===== src/rtl/phase_timer.sv =====
// Loadable, prescaled down-counter for traffic-light phase durations.
// The phase sequencer loads a duration with start, and the timer counts it
// down in steps of PRESCALE clocks. The timer either fires a single done
// pulse and parks in EXPIRED, or reloads and keeps running (auto_reload).
// All outputs come straight from registers.
module phase_timer #(
    parameter int WIDTH        = 8,
    parameter int PRESCALE     = 1,
    parameter int DEFAULT_LOAD = 8
) (
    input  logic             clk,
    input  logic             rst_n,
    input  logic [WIDTH-1:0] load_val,
    input  logic             start,
    input  logic             stop,
    input  logic             pause,
    input  logic             auto_reload,
    output logic [WIDTH-1:0] count,
    output logic             done,
    output logic             busy,
    output logic             expired
);

    // Prescaler is at least one bit wide so PRESCALE=1 still synthesises cleanly.
    localparam int PW = (PRESCALE > 1) ? $clog2(PRESCALE) : 1;
    localparam logic [PW-1:0]    PRESC_LAST = PW'(PRESCALE - 1);
    localparam logic [WIDTH-1:0] LOAD_RST   = WIDTH'(DEFAULT_LOAD);

    typedef enum logic [1:0] {
        S_IDLE    = 2'd0,
        S_RUN     = 2'd1,
        S_PAUSED  = 2'd2,
        S_EXPIRED = 2'd3
    } state_t;

    state_t           state_q,   state_d;
    logic [WIDTH-1:0] count_q,   count_d;
    logic [WIDTH-1:0] reload_q,  reload_d;
    logic [PW-1:0]    presc_q,   presc_d;
    logic             done_q,    done_d;
    logic             busy_q,    busy_d;
    logic             expired_q, expired_d;

    logic start_ok;
    logic running;

    // A start carrying a zero length is not a command at all; the timer then
    // carries on exactly as if start were low.
    assign start_ok = start && (load_val != '0);
    assign running  = (state_q == S_RUN) || (state_q == S_PAUSED);

    // Next-state logic: stop beats start, start beats pause, pause beats a step.
    always_comb begin
        state_d  = state_q;
        count_d  = count_q;
        reload_d = reload_q;
        presc_d  = presc_q;
        done_d   = 1'b0;

        if (stop) begin
            state_d = S_IDLE;
            count_d = reload_q;
            presc_d = '0;
        end else if (start_ok) begin
            // Retrigger also lands here, which cancels any expiry due this edge.
            reload_d = load_val;
            count_d  = load_val;
            presc_d  = '0;
            state_d  = S_RUN;
        end else if (running) begin
            if (pause) begin
                // Freeze count and prescaler mid-period.
                state_d = S_PAUSED;
            end else begin
                // Leaving PAUSED counts this edge, so a pause costs exactly
                // as many cycles as pause was high.
                state_d = S_RUN;
                if (presc_q == PRESC_LAST) begin
                    presc_d = '0;
                    if (count_q == WIDTH'(1)) begin
                        done_d = 1'b1;
                        if (auto_reload) begin
                            count_d = reload_q;
                        end else begin
                            count_d = '0;
                            state_d = S_EXPIRED;
                        end
                    end else begin
                        count_d = count_q - WIDTH'(1);
                    end
                end else begin
                    presc_d = presc_q + PW'(1);
                end
            end
        end

        busy_d    = (state_d == S_RUN) || (state_d == S_PAUSED);
        expired_d = (state_d == S_EXPIRED);
    end

    // State and registered outputs, with asynchronous reset to the idle state.
    always_ff @(posedge clk or negedge rst_n) begin
        if (!rst_n) begin
            state_q   <= S_IDLE;
            count_q   <= LOAD_RST;
            reload_q  <= LOAD_RST;
            presc_q   <= '0;
            done_q    <= 1'b0;
            busy_q    <= 1'b0;
            expired_q <= 1'b0;
        end else begin
            state_q   <= state_d;
            count_q   <= count_d;
            reload_q  <= reload_d;
            presc_q   <= presc_d;
            done_q    <= done_d;
            busy_q    <= busy_d;
            expired_q <= expired_d;
        end
    end

    assign count   = count_q;
    assign done    = done_q;
    assign busy    = busy_q;
    assign expired = expired_q;

endmodule

===== config.mk =====
export PLATFORM = sky130hd
export DESIGN_NAME = phase_timer
export DESIGN_NICKNAME = d
export VERILOG_FILES = /design/src/rtl/phase_timer.sv
export SDC_FILE = /design/constraint.sdc
export NUM_CORES = 1
export LEC_CHECK = 0
export ABC_AREA = 1
export CAP_MARGIN = 20
export CORE_UTILIZATION = 35
export DETAILED_ROUTE_END_ITERATION = 10
export PLACE_DENSITY = 0.59
export SYNTH_ARGS = -nofsm -noshare
export SYNTH_HDL_FRONTEND = slang
export SYNTH_SLANG_ARGS = --single-unit

===== constraint.sdc =====
create_clock -name clk -period 3.5 [get_ports clk]
set_clock_uncertainty 0.15 [all_clocks]
set_input_delay 0.525 -clock clk [delete_from_list [all_inputs] [get_ports clk]]
set_output_delay 0.525 -clock clk [all_outputs]
set_load 0.02 [all_outputs]

==> summary.txt <==
Synth
  • Warnings from Yosys: 0
  • Synth Register Bits: 21
  • Post-Syn Area per Cell: 6.73 µm²
  • Synth Cell Area: 1310 µm²
  • Unique cell type count in the Yosys netlist: 22
  • Synth Net Count: 211
  • Sequential element share of the synthesized area: 0.405
  • Gate Count Post-Synth: 194

Clocking
  • Inserted Clock Buffers: 3
  • CTS max path bufs: 2
  • CTS tree: done
  • CTS-repair resized insts: 0
  • Root Buffer: clkbuf_8
  • Hold buffers post-CTS: 0
  • Clock H-tree levels: 1
  • Setup Fix Bufs, Post-CTS: 0
  • Clk slew on worst S/H paths: 0.07 ns
  • Clk sinks: 21
  • Worst-skew pair later-pin latency: 0.25 ns

Route
  • Drt pass-1 iters: 4
  • Residual DRC: 0
  • DR iter-0 viols: 83
  • Final WL: 2910 µm
  • Vias: 1259
  • DR vias/cell: 4.77
  • Per-cell routed wire length: 11.0 µm
  • Post-detailed-route count of antenna-violating nets: 0

Floorplan
  • IO Pins: 25
  • Rows: 21
  • Die span in y: 63.1 µm
  • Initial core utilization: 0.379
  • Die area: 3980 µm²
  • Core Region: 3440 µm²
  • Die width: 63.1 µm

Final layout
  • N_diodes: 0
  • Final Instance Area: 1620 µm²
  • Layout cells sized above 1: 0.0596
  • P&R area growth vs syn: 24.4%
  • Commonest non-fill, non-tap cells in the layout: 82 x nand2_1, 24 x clkdlybuf4s50_1, 19 x nand3_1, 19 x dfrtp_1, 18 x nor2_1
  • Commonest non-fill, non-tap cell in the layout: nand2_1
  • NumNets Final: 236

Setup path
  • CP Class: reg2out
  • Crit start category: flip-flop
  • Critical Path AT: 1.48 ns
  • Buf/Inv on CP: 1
  • Worst-path cell chain: clkdlybuf4s50_1
  • WP data required: 2.82 ns
  • R2R Path Start: count[1]
  • Crit-path max FO: 6
  • Reg2Reg Setup Slack: 1.46 ns
  • Setup crit end kind: output pin
  • FF-to-FF path depth: 7
  • CP max stage delay: 0.62 ns
  • CP max-delay cell: clkdlybuf4s50_1
  • Worst Setup SP: count[3]
  • CP top delay family: buffers and inverters
  • RR Endpoint: busy

Global route
  • Antenna violations before repair: 0
  • First-pass GRT wire length: 5190 µm
  • Largest net degree at the start of global routing: 22
  • Number of global-route vias before repair: 1120
  • Total GRT Usage: 0.162
  • Gr ovfl total: 0

Power
  • Pwr dens: 443 nW/µm²
  • Max IR drop VDD: 0.196 mV
  • Lkg Pwr: 0.848 nW

Place
  • I/O Buffers: 24
  • GP Congestion: 0.821
  • Placement Cell Area: 1580 µm²
  • HPWL after DPL: 2350 µm

Worst hold path
  • Worst hold path class: reg2reg
  • Worst Hold Endpoint: reload_q[3]
  • Hold Crit Start: reload_q[3]
  • Hold Crit Depth: 2

STA
  • Fmax: 0.464 GHz
  • Total negative slack: 0 ns
  • Slew headroom: 0.390
  • Endpoints failing hold: 0
  • RSZ-0062 raised after global routing: no
  • Worst slew pin tran: 0.912 ns
  • Endpoints failing setup: 0
  • Final slew viol count: 0
  • Min Tclk post-route: 2.16 ns
  • Period utilization: 0.616

Job
  • Max-cap violations: 0

Status
  • Outcome: finished clean
## tightest hold or removal path: stages, from the launching register on
cell and delay [ns]:
dfstp_2 0.38, nand2_1 0.06, nand2_1 0.05
## flip-flops by register name, indices dropped and copies added, names as in the netlist
register and count:
busy 1, count 8, expired 1, state_q 2, done 1, reload_q 8
## final cells by class
type / instances / area, µm²
Multi-Input combinational cell: 150 / 681
Sequential cell: 21 / 528
Timing Repair Buffer: 24 / 240
Clock buffer: 4 / 45.0
Inverter: 19 / 71.3
Fill cell: 363 / 1820
Tap cell: 46 / 57.6
## synthesized netlist by cell type (all sizes together)
cell type | instances | area (µm²)
nand4 | 6 | 37.5
or2 | 1 | 6.26
buf | 3 | 21.3
dfstp | 2 | 52.6
o21ai | 6 | 30.0
xnor2 | 1 | 8.76
a21oi | 6 | 30.0
nand3 | 19 | 95.1
ha | 3 | 37.5
o21bai | 1 | 7.51
nor3 | 1 | 5.00
dfrtp | 19 | 475
clkbuf | 1 | 3.75
nor2 | 22 | 103
nand2 | 84 | 320
inv | 19 | 71.3
## metal layers
| metal | wire, µm | track usage | up-vias |
|---|---|---|---|
| met5 | 0 | 0 | - |
| met4 | 29 | 0.0610 | 0 |
| met3 | 86 | 0.0109 | 2 |
| met2 | 1330 | 0.262 | 26 |
| met1 | 1470 | 0.226 | 563 |
| li1 | - | - | 668 |
## logic make-up (layout without fill, tap and decap cells)
| logic type | count (synthesis) | in the layout | synth area share |
|---|---|---|---|
| AO/OA/AOI/OAI | 13 | 13 | 0.0518 |
| XOR/XNOR | 1 | 1 | 0.00671 |
| adder cells (fa/ha/maj) | 3 | 3 | 0.0288 |
| buffers and inverters | 23 | 47 | 0.0738 |
| flip-flops | 21 | 21 | 0.405 |
| AND/OR/NAND/NOR | 133 | 133 | 0.434 |
## how the worst max path moves through the flow
| stage | depth (start not counted) | endpoint | slack [ns] |
|---|---|---|---|
| 6_report | 1 | count[3] | 1.34 |
| 5_1_grt | 10 | busy | 1.18 |
| 4_1_cts | 1 | count[3] | 1.34 |
| 3_5_place_dp | 10 | busy | 1.06 |
| 3_3_place_gp | 10 | busy | 1.09 |
| 2_1_floorplan | 7 | busy | 1.71 |
## per-stage QoR
step / power (mW) / std cells / utilization / hold WS (ns) / setup WS, ns
6_report: 0.719 / 264 / 0.471 / 0.329 / 1.34
3_3_place_gp: 0.564 / 260 / 0.458 / 0.313 / 1.09
4_1_cts: 0.727 / 264 / 0.471 / 0.333 / 1.34
2_1_floorplan: 0.471 / 194 / - / 0.0794 / 1.71
5_1_grt: 0.773 / 264 / 0.471 / 0.358 / 1.18
3_5_place_dp: 0.567 / 260 / 0.458 / 0.322 / 1.06
## power breakdown
| group | total (mW) | internal (mW) | switching, mW |
|---|---|---|---|
| clock network | 0.156 | 0.0809 | 0.0750 |
| logic | 0.247 | 0.105 | 0.142 |
| registers | 0.316 | 0.276 | 0.0400 |
| total | 0.719 | 0.462 | 0.257 |
Note: power is estimated with default switching activity, not from simulation.
